===== src/rtl/uncached_link_responder_if.sv =====
// UncachedLinkIO refill link: block acquire from the cache, beat-wise grant back.
// master = cache client, slave = memory-side responder.
interface uncached_link_responder_if #(
  parameter int ADDR_W = 32,
  parameter int BEAT_W = 64,
  parameter int BEATS  = 4
);
  localparam int IDX_W = $clog2(BEATS);

  // Both channels use strict valid/ready: a transfer happens on a rising edge
  // where valid && ready; a raised valid and its payload stay stable until then.
  logic              acquire_valid;
  logic              acquire_ready;
  logic [ADDR_W-1:0] acquire_addr;

  logic              grant_valid;
  logic              grant_ready;
  logic [BEAT_W-1:0] grant_data;
  logic [IDX_W-1:0]  grant_beat;
  logic              grant_last;
  logic              grant_error;

  modport master (
    output acquire_valid, acquire_addr, grant_ready,
    input  acquire_ready, grant_valid, grant_data, grant_beat, grant_last, grant_error
  );

  modport slave (
    input  acquire_valid, acquire_addr, grant_ready,
    output acquire_ready, grant_valid, grant_data, grant_beat, grant_last, grant_error
  );
endinterface


===== src/rtl/uncached_link_responder.sv =====
// Memory-side refill responder: one block acquire at a time, streamed back as
// BEATS grant beats through a 2-entry skid FIFO. Optional: UNCACHED_RESP_RANGE_CHECK_EN.
module uncached_link_responder #(
  parameter int ADDR_W     = 32,
  parameter int BEAT_W     = 64,
  parameter int BEATS      = 4,
  parameter int MEM_BLOCKS = 1024
) (
  input  logic                              clk,
  input  logic                              rst_n,
  uncached_link_responder_if.slave          link,
  output logic                              mem_rd_en,
  output logic [ADDR_W+$clog2(BEATS)-1:0]   mem_rd_addr,
  input  logic [BEAT_W-1:0]                 mem_rd_data
);
  localparam int IDX_W = $clog2(BEATS);

  if (BEATS < 2 || (BEATS & (BEATS - 1)) != 0 || MEM_BLOCKS < 1) begin : g_bad_params
    $error("uncached_link_responder: BEATS must be a power of two >= 2, MEM_BLOCKS >= 1");
  end

  typedef enum logic {S_IDLE, S_STREAM} state_t;

  typedef struct packed {
    logic [BEAT_W-1:0] data;
    logic [IDX_W-1:0]  beat;
    logic              err;
  } entry_t;

  state_t            state_q, state_d;
  logic [ADDR_W-1:0] blk_addr_q;
  logic [IDX_W:0]    read_idx_q;
  logic              err_blk_q;
  logic              inflight_q;
  logic [IDX_W-1:0]  inflight_beat_q;

  entry_t            fifo_q [2];
  logic              wr_ptr_q, rd_ptr_q;
  logic [1:0]        count_q;
  entry_t            head, push_entry;

  logic accept, deq, issue, err_push, push, range_err;
  logic reads_left, room;
  logic [2:0] occupancy;

`ifdef UNCACHED_RESP_RANGE_CHECK_EN
  assign range_err = {1'b0, link.acquire_addr} >= (ADDR_W + 1)'(MEM_BLOCKS);
`else
  assign range_err = 1'b0;
`endif

  // ---------------- FSM: state register ----------------
  always_ff @(posedge clk or negedge rst_n) begin
    if (!rst_n) state_q <= S_IDLE;
    else        state_q <= state_d;
  end

  // ---------------- FSM: next state ----------------
  always_comb begin
    state_d = state_q;
    case (state_q)
      S_IDLE:   if (accept) state_d = S_STREAM;
      S_STREAM: if (deq && link.grant_last) state_d = S_IDLE;
      default:  state_d = S_IDLE;
    endcase
  end

  // ---------------- FSM: outputs ----------------
  // A read slot exists when the FIFO can still absorb everything already
  // requested, counting the beat leaving this cycle.
  assign occupancy  = {1'b0, count_q} + {2'b00, inflight_q};
  assign room       = occupancy < (3'd2 + {2'b00, deq});
  assign reads_left = read_idx_q < (IDX_W + 1)'(BEATS);

  always_comb begin
    link.acquire_ready = 1'b0;
    issue              = 1'b0;
    case (state_q)
      S_IDLE:   link.acquire_ready = rst_n;
      S_STREAM: issue = reads_left && room;
      default:  ;
    endcase
  end

  assign accept      = link.acquire_valid && link.acquire_ready;
  assign deq         = link.grant_valid && link.grant_ready;
  assign mem_rd_en   = issue && !err_blk_q;
  assign mem_rd_addr = mem_rd_en ? {blk_addr_q, read_idx_q[IDX_W-1:0]} : '0;

  // Error blocks bypass memory: each slot pushes a zero beat straight away,
  // which is why their first grant appears one cycle earlier.
  assign err_push = issue && err_blk_q;
  assign push     = inflight_q || err_push;

  always_comb begin
    push_entry = '0;
    if (err_push) begin
      push_entry.beat = read_idx_q[IDX_W-1:0];
      push_entry.err  = 1'b1;
    end else begin
      push_entry.data = mem_rd_data;
      push_entry.beat = inflight_beat_q;
    end
  end

  // ---------------- request tracking ----------------
  always_ff @(posedge clk or negedge rst_n) begin
    if (!rst_n) begin
      blk_addr_q      <= '0;
      read_idx_q      <= '0;
      err_blk_q       <= 1'b0;
      inflight_q      <= 1'b0;
      inflight_beat_q <= '0;
    end else begin
      if (accept) begin
        blk_addr_q <= link.acquire_addr;
        read_idx_q <= '0;
        err_blk_q  <= range_err;
      end else if (issue) begin
        read_idx_q <= read_idx_q + 1'b1;
      end
      inflight_q      <= mem_rd_en;
      inflight_beat_q <= read_idx_q[IDX_W-1:0];
    end
  end

  // ---------------- skid FIFO ----------------
  always_ff @(posedge clk or negedge rst_n) begin
    if (!rst_n) begin
      for (int i = 0; i < 2; i++) fifo_q[i] <= '0;
      wr_ptr_q <= 1'b0;
      rd_ptr_q <= 1'b0;
      count_q  <= '0;
    end else begin
      if (push) begin
        fifo_q[wr_ptr_q] <= push_entry;
        wr_ptr_q         <= ~wr_ptr_q;
      end
      if (deq) rd_ptr_q <= ~rd_ptr_q;
      count_q <= count_q + {1'b0, push} - {1'b0, deq};
    end
  end

  // ---------------- grant outputs ----------------
  // Payload is forced to zero while idle so stale entries never leak out.
  assign head             = fifo_q[rd_ptr_q];
  assign link.grant_valid = count_q != 2'd0;
  assign link.grant_data  = link.grant_valid ? head.data : '0;
  assign link.grant_beat  = link.grant_valid ? head.beat : '0;
  assign link.grant_last  = link.grant_valid && (head.beat == IDX_W'(BEATS - 1));
`ifdef UNCACHED_RESP_RANGE_CHECK_EN
  assign link.grant_error = link.grant_valid && head.err;
`else
  assign link.grant_error = 1'b0;
`endif
endmodule


===== src/flat_wrapper.sv =====
// flat-port wrapper written by rule: the top's interface ports become plain ports
module uncached_link_responder_flat 
#(
  parameter int ADDR_W     = 32,
  parameter int BEAT_W     = 64,
  parameter int BEATS      = 4,
  parameter int MEM_BLOCKS = 1024
)
  (clk, rst_n, mem_rd_en, mem_rd_addr, mem_rd_data, link_acquire_valid, link_acquire_addr, link_grant_ready, link_acquire_ready, link_grant_valid, link_grant_data, link_grant_beat, link_grant_last, link_grant_error);
  uncached_link_responder_if #(.ADDR_W(ADDR_W), .BEAT_W(BEAT_W), .BEATS(BEATS)) link_i ();
  input  logic clk;
  input  logic rst_n;
  output logic mem_rd_en;
  output logic [ADDR_W+$clog2(BEATS)-1:0] mem_rd_addr;
  input  logic [BEAT_W-1:0] mem_rd_data;
  input wire logic [$bits(link_i.acquire_valid)-1:0] link_acquire_valid;
  input wire logic [$bits(link_i.acquire_addr)-1:0] link_acquire_addr;
  input wire logic [$bits(link_i.grant_ready)-1:0] link_grant_ready;
  output wire logic [$bits(link_i.acquire_ready)-1:0] link_acquire_ready;
  output wire logic [$bits(link_i.grant_valid)-1:0] link_grant_valid;
  output wire logic [$bits(link_i.grant_data)-1:0] link_grant_data;
  output wire logic [$bits(link_i.grant_beat)-1:0] link_grant_beat;
  output wire logic [$bits(link_i.grant_last)-1:0] link_grant_last;
  output wire logic [$bits(link_i.grant_error)-1:0] link_grant_error;
  assign link_i.acquire_valid = link_acquire_valid;
  assign link_i.acquire_addr = link_acquire_addr;
  assign link_i.grant_ready = link_grant_ready;
  assign link_acquire_ready = link_i.acquire_ready;
  assign link_grant_valid = link_i.grant_valid;
  assign link_grant_data = link_i.grant_data;
  assign link_grant_beat = link_i.grant_beat;
  assign link_grant_last = link_i.grant_last;
  assign link_grant_error = link_i.grant_error;
  uncached_link_responder #(.ADDR_W(ADDR_W), .BEAT_W(BEAT_W), .BEATS(BEATS), .MEM_BLOCKS(MEM_BLOCKS)) u_core (.clk(clk), .rst_n(rst_n), .link(link_i), .mem_rd_en(mem_rd_en), .mem_rd_addr(mem_rd_addr), .mem_rd_data(mem_rd_data));
endmodule

===== config.mk =====
export PLATFORM = sky130hd
export DESIGN_NAME = uncached_link_responder_flat
export DESIGN_NICKNAME = d
export VERILOG_FILES = /design/src/rtl/uncached_link_responder_if.sv /design/src/rtl/uncached_link_responder.sv /design/src/flat_wrapper.sv
export SDC_FILE = /design/constraint.sdc
export NUM_CORES = 1
export LEC_CHECK = 0
export BUFFER_PORTS_ARGS = -buffer_cell sky130_fd_sc_hd__buf_2
export CORE_UTILIZATION = 53
export DETAILED_ROUTE_END_ITERATION = 8
export PLACE_DENSITY_LB_ADDON = 0.2
export SYNTH_ARGS = -nofsm -noshare
export SYNTH_HDL_FRONTEND = slang
export SYNTH_SLANG_ARGS = --single-unit

===== constraint.sdc =====
create_clock -name clk -period 2 [get_ports clk]
set_input_delay 0.1 -clock clk [delete_from_list [all_inputs] [get_ports clk]]
set_output_delay 0.1 -clock clk [all_outputs]
set_load 0.02 [all_outputs]

==> results of run 1 <==
==> worst paths after layout <==
path	start	endpoint	slack (ns)	cells after the start
max in group asynchronous	rst_n	u_core.fifo_q[98]	0.95	3
min in group asynchronous	rst_n	u_core.fifo_q[63]	0.15	2
worst max register to register	u_core.count_q[0]	u_core.read_idx_q[2]	0.17	7
worst min-delay path	link_acquire_valid	u_core.state_q	0.04	3
worst max-delay path	u_core.count_q[0]	mem_rd_addr[12]	-0.18	7
worst min register to register	u_core.inflight_beat_q[1]	u_core.fifo_q[2]	0.48	1
==> sequential cells by signal (all words and copies together), names as in the netlist <==
name                    count
u_core.rd_ptr_q             1
u_core.fifo_q             132
u_core.blk_addr_q          32
u_core.count_q              2
u_core.inflight_q           1
u_core.state_q              1
u_core.inflight_beat_q      2
u_core.read_idx_q           3
u_core.wr_ptr_q             1
==> cell families (layout without fill, tap and decap cells) <==
group	Yosys count	count (layout)	share of synthesized area [%]
AO/OA/AOI/OAI	5	5	0.430
XOR/XNOR	4	4	0.446
adder cells (fa/ha/maj)	5	5	0.796
buffers and inverters	42	363	3.95
flip-flops	175	175	55.7
multiplexers	232	232	32.1
other	1	1	0.0477
AND/OR/NAND/NOR	110	110	6.51
==> cells in the mapped netlist (all sizes together) <==
cell type / number / area, µm²
xor2: 1 / 8.76
a31oi: 1 / 6.26
clkbuf: 3 / 11.3
conb: 1 / 3.75
buf: 34 / 280
nor2b: 1 / 8.76
nand2: 4 / 17.5
mux2i: 68 / 681
and2: 34 / 213
a22o: 1 / 8.76
a21oi: 1 / 5.00
nor3: 1 / 5.00
xnor2: 3 / 26.3
and3: 1 / 6.26
ha: 5 / 62.6
mux2: 164 / 1850
o21ai: 2 / 13.8
inv: 5 / 18.8
nor2: 69 / 262
dfrtp: 175 / 4380
==> through the flow <==
stage | area [µm²] | setup slack (ns) | power, W | util [%] | cells
after global placement | 9070 | 0.259 | 0.0148 | 62.7 | 939
final | 11100 | -0.177 | 0.0198 | 76.5 | 1079
after detailed placement | 9070 | 0.187 | 0.0152 | 62.7 | 939
after global routing | 11100 | -0.238 | 0.0210 | 76.5 | 1079
after floorplan | 7860 | 0.328 | 0.0125 | - | 574
after CTS | 11000 | -0.119 | 0.0195 | 75.8 | 1077
==> final cells by class <==
class | instances | share of cell area [%]
sequential | 175 | 39.6
multi-input combinational | 357 | 29.8
timing repair buffer | 326 | 23.3
clock buffer | 25 | 4.29
tap | 184 | 2.08
clock inverter | 7 | 0.768
inverter | 5 | 0.169
==> cells in the final DEF (no fill, tap or decap), drive strengths merged <==
master / count
a21oi: 1
xnor2: 3
mux2i: 68
dfrtp: 175
clkbuf: 26
ha: 5
bufinv: 2
a31oi: 1
inv: 5
a22o: 1
conb: 1
clkinv: 5
mux2: 164
and3: 1
nor2b: 1
o21ai: 2
nor2: 69
nand2: 4
dlygate4sd3: 98
and2: 34
xor2: 1
buf: 227
nor3: 1
==> worst max-delay path: stages, from the launching register on <==
cell     delay (ns)
dfrtp_2        0.43
ha_4           0.17
ha_4           0.22
o21ai_2        0.06
and3_4         0.32
buf_12         0.15
and2_1         0.17
buf_6          0.13
==> power by group through the flow <==
stage	Clock, W	Combinational [W]	Sequential [W]
6_report	0.00319	0.0101	0.00649
3_3_place_gp	0	0.00848	0.00637
4_1_cts	0.00323	0.00981	0.00641
5_1_grt	0.00338	0.0109	0.00670
2_1_floorplan	0	0.00649	0.00604
3_5_place_dp	0	0.00870	0.00649
==> what timing repair did <==
| action | CTS | global route |
|---|---|---|
| gates resized for setup | 82 | 22 |
| pin swaps | 11 | 12 |
| endpoints found under the setup margin | 37 | 35 |
| hold buffers | 98 | 0 |
| gates cloned | 2 | 2 |
| endpoints found under the hold margin | 188 | 0 |
| buffers inserted | 6 | 0 |
==> per-layer routing <==
layer	share of wire, %	GRT usage (%)
met5	0	0
met4	1.6	8.96
met3	5.2	6.18
met2	51	43.0
met1	42	30.3
==> results_dict.tcl, run 1 <==
set metrics [dict create \
    status "complete, but fails checks" \
    violations "negative setup slack" \
    worstPathMaxFanout 10 \
    arrival_ns 2.08 \
    grt_use_total_pct 24.9 \
    tightest_slew_ns 0.617 \
    clock_latency_ns 0.42 \
    cts_tree "yes" \
    ys_types 26 \
    syn_nets 679 \
    cts_buffer_depth 2 \
    layout_setup_ws_ns -0.177 \
    min_path_type "in -> reg" \
    avgSynthCellArea_um2 13.7 \
    p_int_w 0.0122 \
    hold_slack_ns 0.0415 \
    path_clk_slew_ns 0.06 \
    drtAntennaViolNets 0 \
    slew_violations 0 \
    setup-tns-final_ns -4.76 \
    rsz0062_at_grt "yes" \
    synth_seq_area_share_pct 55.7 \
    ys_ff_latch 175 \
    dieHeight_um 124 \
    place.port_buffers 203 \
    peakVddDrop_mv 1.04 \
    power_density_mw_per_mm2 1790 \
    crit_required_ns 1.90 \
    drt_iter0_drc 229 \
    fin_crit_sh_pct 109 \
    route.detailed.drc 0 \
    max_freq_ghz 0.459 \
    ios 205 \
    htreeDepth 4 \
    initial_core_util_pct 54.3 \
    period_minus_slack_ns 2.18 \
    wire_per_inst_um 17.6 \
    vias 5600 \
    nNetsFinal 987 \
    maxCapViolations 0 \
    cts-root-buf "clkbuf_16" \
    drt_wl_total_um 19000 \
    p_sw_w 0.00761 \
    grt_pass1_vias 5856 \
    die_area_mm2 0.0153 \
    skew_ns 0.00401 \
    clockPowerShare_pct 16.1 \
    grt_max_degree 110 \
    endpoint_kind "output port" \
    cts_made_buffers 17 \
    power_frac_comb_pct 51.2 \
    setup_viol 35 \
    synth_warnings 0 \
    power_frac_seq_pct 32.7 \
    firstDrtPassIters 4 \
    layout-drive-gt1-share_pct 46.4 \
    swShare_pct 38.4 \
    cts.sinks 175 \
    cellLeakagePower_nw 5.32 \
    multiInputGateArea_mm2 0.00330 \
    via_per_inst 5.19 \
    timing.final.hold_violations 0 \
    core_area_mm2 0.0145 \
    grt_pass1_wl_um 28700 \
    n_antenna_cell 0 \
    syn2layout_area_growth_pct 40.8 \
    slew-limit-headroom_pct 58.9 \
    antenna_found_initial 0 \
    place.gp.congestion 0.670 \
    overflow 0 \
    die_w_um 124 \
    dp_hpwl_um 10500 \
    regArea_mm2 0.00439 \
    num-fill-cells 854 \
    synthCells 574 \
    syn_area_mm2 0.00786 \
    crit_type "reg -> out" \
    row_count 44 \
    start_kind "register" \
]
(Power assumes the default switching activity.)
==> run 2: changes to the inputs <==
--- a/config.mk
+++ b/config.mk
@@ -5,9 +5,10 @@
 export SDC_FILE = /design/constraint.sdc
 export NUM_CORES = 1
 export LEC_CHECK = 0
-export BUFFER_PORTS_ARGS = -buffer_cell sky130_fd_sc_hd__buf_2
-export CORE_UTILIZATION = 53
+export CORE_UTILIZATION = 63
 export DETAILED_ROUTE_END_ITERATION = 8
+export DONT_BUFFER_PORTS = 1
+export MAX_ROUTING_LAYER = met4
 export PLACE_DENSITY_LB_ADDON = 0.2
 export SYNTH_ARGS = -nofsm -noshare
 export SYNTH_HDL_FRONTEND = slang
==> run 2 against run 1 <==
Effect of this change:
- total power down 8.2%
- cell area down 11%
- via count down 13%
- highest routed layer unchanged
- combinational power is 17% lower
- setup slack better by 0.098 ns
- non-clock buffer count shrank 204
- maximum frequency rose by 4.7%
- register-to-register slack about the same
- sequential power about the same
- the run ends with negative hold slack, negative setup slack left
- die area decreased by 16%
- core utilization grew 4.5 points
- clock-buffer cell count is 2 lower
==> results_dict.tcl, run 2 (same netlist as run 1, synthesis figures left out) <==
set metrics [dict create \
    crit_type "reg -> out" \
    min_path_type "in -> async" \
    critical_path_depth 7 \
    vias 4861 \
    wire_per_inst_um 19.8 \
    row_count 40 \
    cts_buffer_depth 2 \
    cp.buffers_inverters 2 \
    dieHeight_um 114 \
    setup-tns-final_ns -2.08 \
    wl_met2_um 8900 \
    ios 205 \
    die_area_mm2 0.0129 \
    skew_ns 0.0104 \
    firstDrtPassIters 4 \
    rsz0062_at_grt "yes" \
    top_register "u_core.fifo_q" \
    wl_met3_um 880 \
    crit_start "u_core.count_q[0]" \
    peakVddDrop_mv 1.14 \
    dp_slack_ns 0.202 \
    cts.sinks 175 \
    place.port_buffers 0 \
    crit_slowest_cell "dfrtp_2" \
    slew_violations 0 \
    max_freq_ghz 0.481 \
    path_clk_slew_ns 0.07 \
    grt_pass1_vias 5397 \
    fin_util_pct 81.0 \
    syn2layout_area_growth_pct 24.8 \
    layout-drive-gt1-share_pct 32.1 \
    violations "negative hold slack, negative setup slack" \
    power_density_mw_per_mm2 1850 \
    reg_top3 "u_core.fifo_q x132, u_core.blk_addr_q x32, u_core.read_idx_q x3" \
    critical-path-top-delay-family "flip-flops" \
    slowest_delay_ns 0.44 \
    nNetsFinal 783 \
    timing.final.hold_violations 175 \
    clock_latency_ns 0.42 \
    setup_viol 34 \
    period_minus_slack_ns 2.08 \
    cts_tree "yes" \
    r2r_cells 8 \
    drt_iter0_drc 188 \
    grt_use_total_pct 28.5 \
    r2r_start "u_core.count_q[0]" \
    r2r_end "u_core.count_q[1]" \
    layout_setup_ws_ns -0.0796 \
    cellLeakagePower_nw 4.41 \
    mostFrequentLayoutCells "dfrtp_1 (173), mux2_2 (124), dlygate4sd3_1 (99)" \
    via_per_inst 5.67 \
    arrival_ns 1.98 \
    dp_hpwl_um 9300 \
    drtAntennaViolNets 0 \
    cts_made_buffers 17 \
    largest_register_ffs 132 \
    initial_core_util_pct 64.9 \
    maxCapViolations 0 \
    ff2ff_setup_slack_ns 0.16 \
    cp_cell_sequence "ha_4 > ha_4 > o21ai_2 > and3_4 > buf_12 > buf_12 > and2_4" \
    htreeDepth 4 \
    endpoint "mem_rd_addr[10]" \
    start_kind "register" \
    die_w_um 114 \
    status "complete, but fails checks" \
    antenna_found_initial 1 \
    grt_max_degree 178 \
    drt_wl_total_um 17000 \
    overflow 0 \
    routed.top_layer "met4" \
    grt_pass1_wl_um 27200 \
    final_common_cell "dfrtp_1" \
    cts-root-buf "clkbuf_16" \
    crit_required_ns 1.90 \
    cts_hold_buf 99 \
    wl_met1_um 6800 \
    endpoint_kind "output port" \
    place.gp.congestion 0.737 \
    fin_crit_sh_pct 104 \
    hold_slack_ns -0.616 \
    route.detailed.drc 0 \
    core_area_mm2 0.0121 \
    worstPathMaxFanout 13 \
]
==> run 2: cell types whose count changed in the layout (fill, tap and decap cells not counted), sizes merged <==
cell / before / now
buf: 227 / 23
clkbuf: 26 / 23
bufinv: 2 / 3
clkinv: 5 / 4
diode: 0 / 1
dlygate4sd3: 98 / 99
==> run 2: layout make-up <==
cell class,instances,area (µm²)
Antenna cell,1,2.50
Fill cell,628,2300
Sequential cell,175,4380
Inverter,5,18.8
Multi-Input combinational cell,357,3320
Tap cell,168,210
Clock buffer,23,478
Timing Repair Buffer,122,1290
Clock inverter,7,110
==> run 2: through the flow <==
step | std cells | power [W] | area (µm²)
floorplan | 574 | 0.0125 | 7860
global placement | 719 | 0.0133 | 7940
detailed placement | 719 | 0.0136 | 7940
CTS | 854 | 0.0179 | 9770
global route | 858 | 0.0191 | 9810
finish | 858 | 0.0182 | 9810
==> run 2: timing repair <==
item	in CTS	in global routing
resized for setup	83	6
cloned	2	0
buffers inserted	4	3
endpoints found under the hold margin	337	175
setup endpoints to repair	73	51
pin swaps	23	2
==> run 2: how the worst min path moves through the flow <==
| stage | slack (ns) | to | start |
|---|---|---|---|
| floorplan | -0.20 | u_core.blk_addr_q[0] | rst_n |
| global placement | -0.19 | u_core.fifo_q[46] | rst_n |
| detailed placement | -0.19 | u_core.fifo_q[109] | rst_n |
| CTS | -0.64 | u_core.fifo_q[39] | rst_n |
| global route | -0.64 | u_core.fifo_q[109] | rst_n |
| finish | -0.62 | u_core.fifo_q[109] | rst_n |
==> run 2: report_power, final <==
| part | total [W] | switching (W) | internal (W) |
|---|---|---|---|
| Sequential | 0.00651 | 0.00112 | 0.00539 |
| Clock | 0.00330 | 0.00126 | 0.00204 |
| Combinational | 0.00837 | 0.00475 | 0.00362 |
==> run 2: per-layer routing <==
metal / GRT usage, % / vias to the layer above
li1: - / 2173
met1: 33.0 / 2481
met2: 48.0 / 175
met3: 7.28 / 32
met4: 10.8 / 0
met5: - / -
==> run 3: changes to the inputs <==
--- a/config.mk
+++ b/config.mk
@@ -10,6 +10,8 @@
 export DONT_BUFFER_PORTS = 1
 export MAX_ROUTING_LAYER = met4
 export PLACE_DENSITY_LB_ADDON = 0.2
+export RECOVER_POWER = 50
+export SLEW_MARGIN = 20
 export SYNTH_ARGS = -nofsm -noshare
 export SYNTH_HDL_FRONTEND = slang
 export SYNTH_SLANG_ARGS = --single-unit
==> run 3 against run 2 <==
Effect of this change:
- the run still ends with negative hold slack, negative setup slack left
- clock-buffer cell count stayed put
- critical path depth stayed put
- sequential share of layout area is 0.12 points higher
- non-clock buffer count stayed put
- final cell count stayed put
- clock power hardly changed
- die area stayed put
- total power is 0.24% lower
- critical path type unchanged
- critical endpoint unchanged
- highest routed layer unchanged
==> results_dict.tcl, run 3 (same netlist as run 1, synthesis figures left out) <==
set metrics [dict create \
    wire_per_inst_um 19.7 \
    drtAntennaViolNets 0 \
    skew_ns 0.0108 \
    place.port_buffers 0 \
    grt_use_total_pct 28.5 \
    top_register "u_core.fifo_q" \
    setup_viol 34 \
    crit_slowest_cell "dfrtp_2" \
    cts_made_buffers 17 \
    reg_top3 "u_core.fifo_q x132, u_core.blk_addr_q x32, u_core.read_idx_q x3" \
    layout_setup_ws_ns -0.0812 \
    path_clk_slew_ns 0.07 \
    cts.sinks 175 \
    syn2layout_area_growth_pct 24.5 \
    crit_start "u_core.count_q[0]" \
    arrival_ns 1.98 \
    r2r_start "u_core.count_q[0]" \
    period_minus_slack_ns 2.08 \
    final_common_cell "dfrtp_1" \
    rsz0062_at_grt "yes" \
    place.gp.congestion 0.737 \
    worstPathMaxFanout 13 \
    power_density_mw_per_mm2 1850 \
    vias 4909 \
    dieHeight_um 114 \
    regArea_mm2 0.00438 \
    setup-tns-final_ns -2.15 \
    core_area_mm2 0.0121 \
    firstDrtPassIters 5 \
    cp_cell_sequence "ha_4 > ha_4 > o21ai_2 > and3_4 > buf_12 > buf_12 > and2_4" \
    overflow 0 \
    grt_pass1_wl_um 27200 \
    slew-limit-headroom_pct 61.6 \
    layout-drive-gt1-share_pct 31.3 \
    die_w_um 114 \
    place_area_mm2 0.00794 \
    crit_required_ns 1.90 \
    min_path_type "in -> async" \
    cellLeakagePower_nw 4.39 \
    fin_crit_sh_pct 104 \
    antenna_found_initial 1 \
    max_freq_ghz 0.481 \
    cts_buffer_depth 2 \
    htreeDepth 4 \
    clock_latency_ns 0.42 \
    num-fill-cells 635 \
    multiInputGateArea_mm2 0.00331 \
    start_kind "register" \
    timing.final.hold_violations 175 \
    drt_wl_total_um 16900 \
    cts-root-buf "clkbuf_16" \
    slowest_delay_ns 0.44 \
    nNetsFinal 783 \
    ios 205 \
    slew_violations 0 \
    dp_hpwl_um 9300 \
    hold_slack_ns -0.617 \
    ff2ff_setup_slack_ns 0.16 \
    fin_area_mm2 0.00979 \
    maxCapViolations 0 \
    crit_type "reg -> out" \
    grt_max_degree 178 \
    route.detailed.drc 0 \
    drt_iter0_drc 200 \
    dp_cells 719 \
    status "complete, but fails checks" \
    cts_hold_buf 99 \
    mostFrequentLayoutCells "dfrtp_1 (173), mux2_2 (123), dlygate4sd3_1 (99)" \
    endpoint_kind "output port" \
    via_per_inst 5.72 \
    violations "negative hold slack, negative setup slack" \
    largest_register_ffs 132 \
    cts_tree "yes" \
    initial_core_util_pct 64.9 \
    grt_pass1_vias 5397 \
    final_cells 858 \
    peakVddDrop_mv 1.13 \
    row_count 40 \
    tightest_slew_ns 0.576 \
    die_area_mm2 0.0129 \
]
==> run 3: final timing paths <==
kind,end,depth (start not counted)
worst max-delay path,mem_rd_addr[10],7
worst min-delay path,u_core.fifo_q[109],0
worst max register to register,u_core.count_q[1],8
worst min register to register,u_core.inflight_beat_q[1],0
max in group asynchronous,u_core.rd_ptr_q,0
min in group clk,u_core.blk_addr_q[5],2
==> run 3: final cells by class <==
class	instances	share of cell area [%]
flip-flops and latches	175	44.8
clock buffers	23	4.88
well taps	168	2.15
repair buffers	122	13.0
inverters	5	0.192
clock inverters	7	1.12
multi-input cells	357	33.8
diodes	1	0.0256
==> run 3: critical path: cells and delay by family, from the launching register on <==
kind	cells	cell delay, ns
DFF	1	0.44
adders and majority gates	2	0.44
and+or+nand+nor	2	0.36
buffers and inverters	2	0.27
AOI/OAI and AO/OA	1	0.05
==> run 3: timing repair <==
action	CTS	global route
gates resized for setup	83	6
setup endpoints to repair	73	51
buffers inserted	4	3
endpoints found under the hold margin	337	175
pin swaps	23	2
cloned	2	0
==> run 3: report_power, final <==
group	leakage [nW]	switching (W)	internal, W
clock network	0.293	0.00126	0.00204
registers	2.06	0.00111	0.00539
logic	2.04	0.00473	0.00360
==> run 3: metal layers <==
layer / share of wire, % / track usage (%) / up-vias
met4: 2.4 / 10.8 / 0
met2: 53 / 48.0 / 186
li1: - / - / 2174
met5: 0 / - / -
met1: 39 / 33.0 / 2515
met3: 5.7 / 7.28 / 34
==> run 3: metrics by stage <==
stage | util (%) | setup slack [ns] | power [W]
2_1_floorplan | - | 0.328 | 0.0125
3_3_place_gp | 65.6 | 0.259 | 0.0133
3_5_place_dp | 65.6 | 0.202 | 0.0136
4_1_cts | 80.7 | -0.0601 | 0.0179
5_1_grt | 80.8 | -0.147 | 0.0191
6_report | 80.8 | -0.0812 | 0.0181
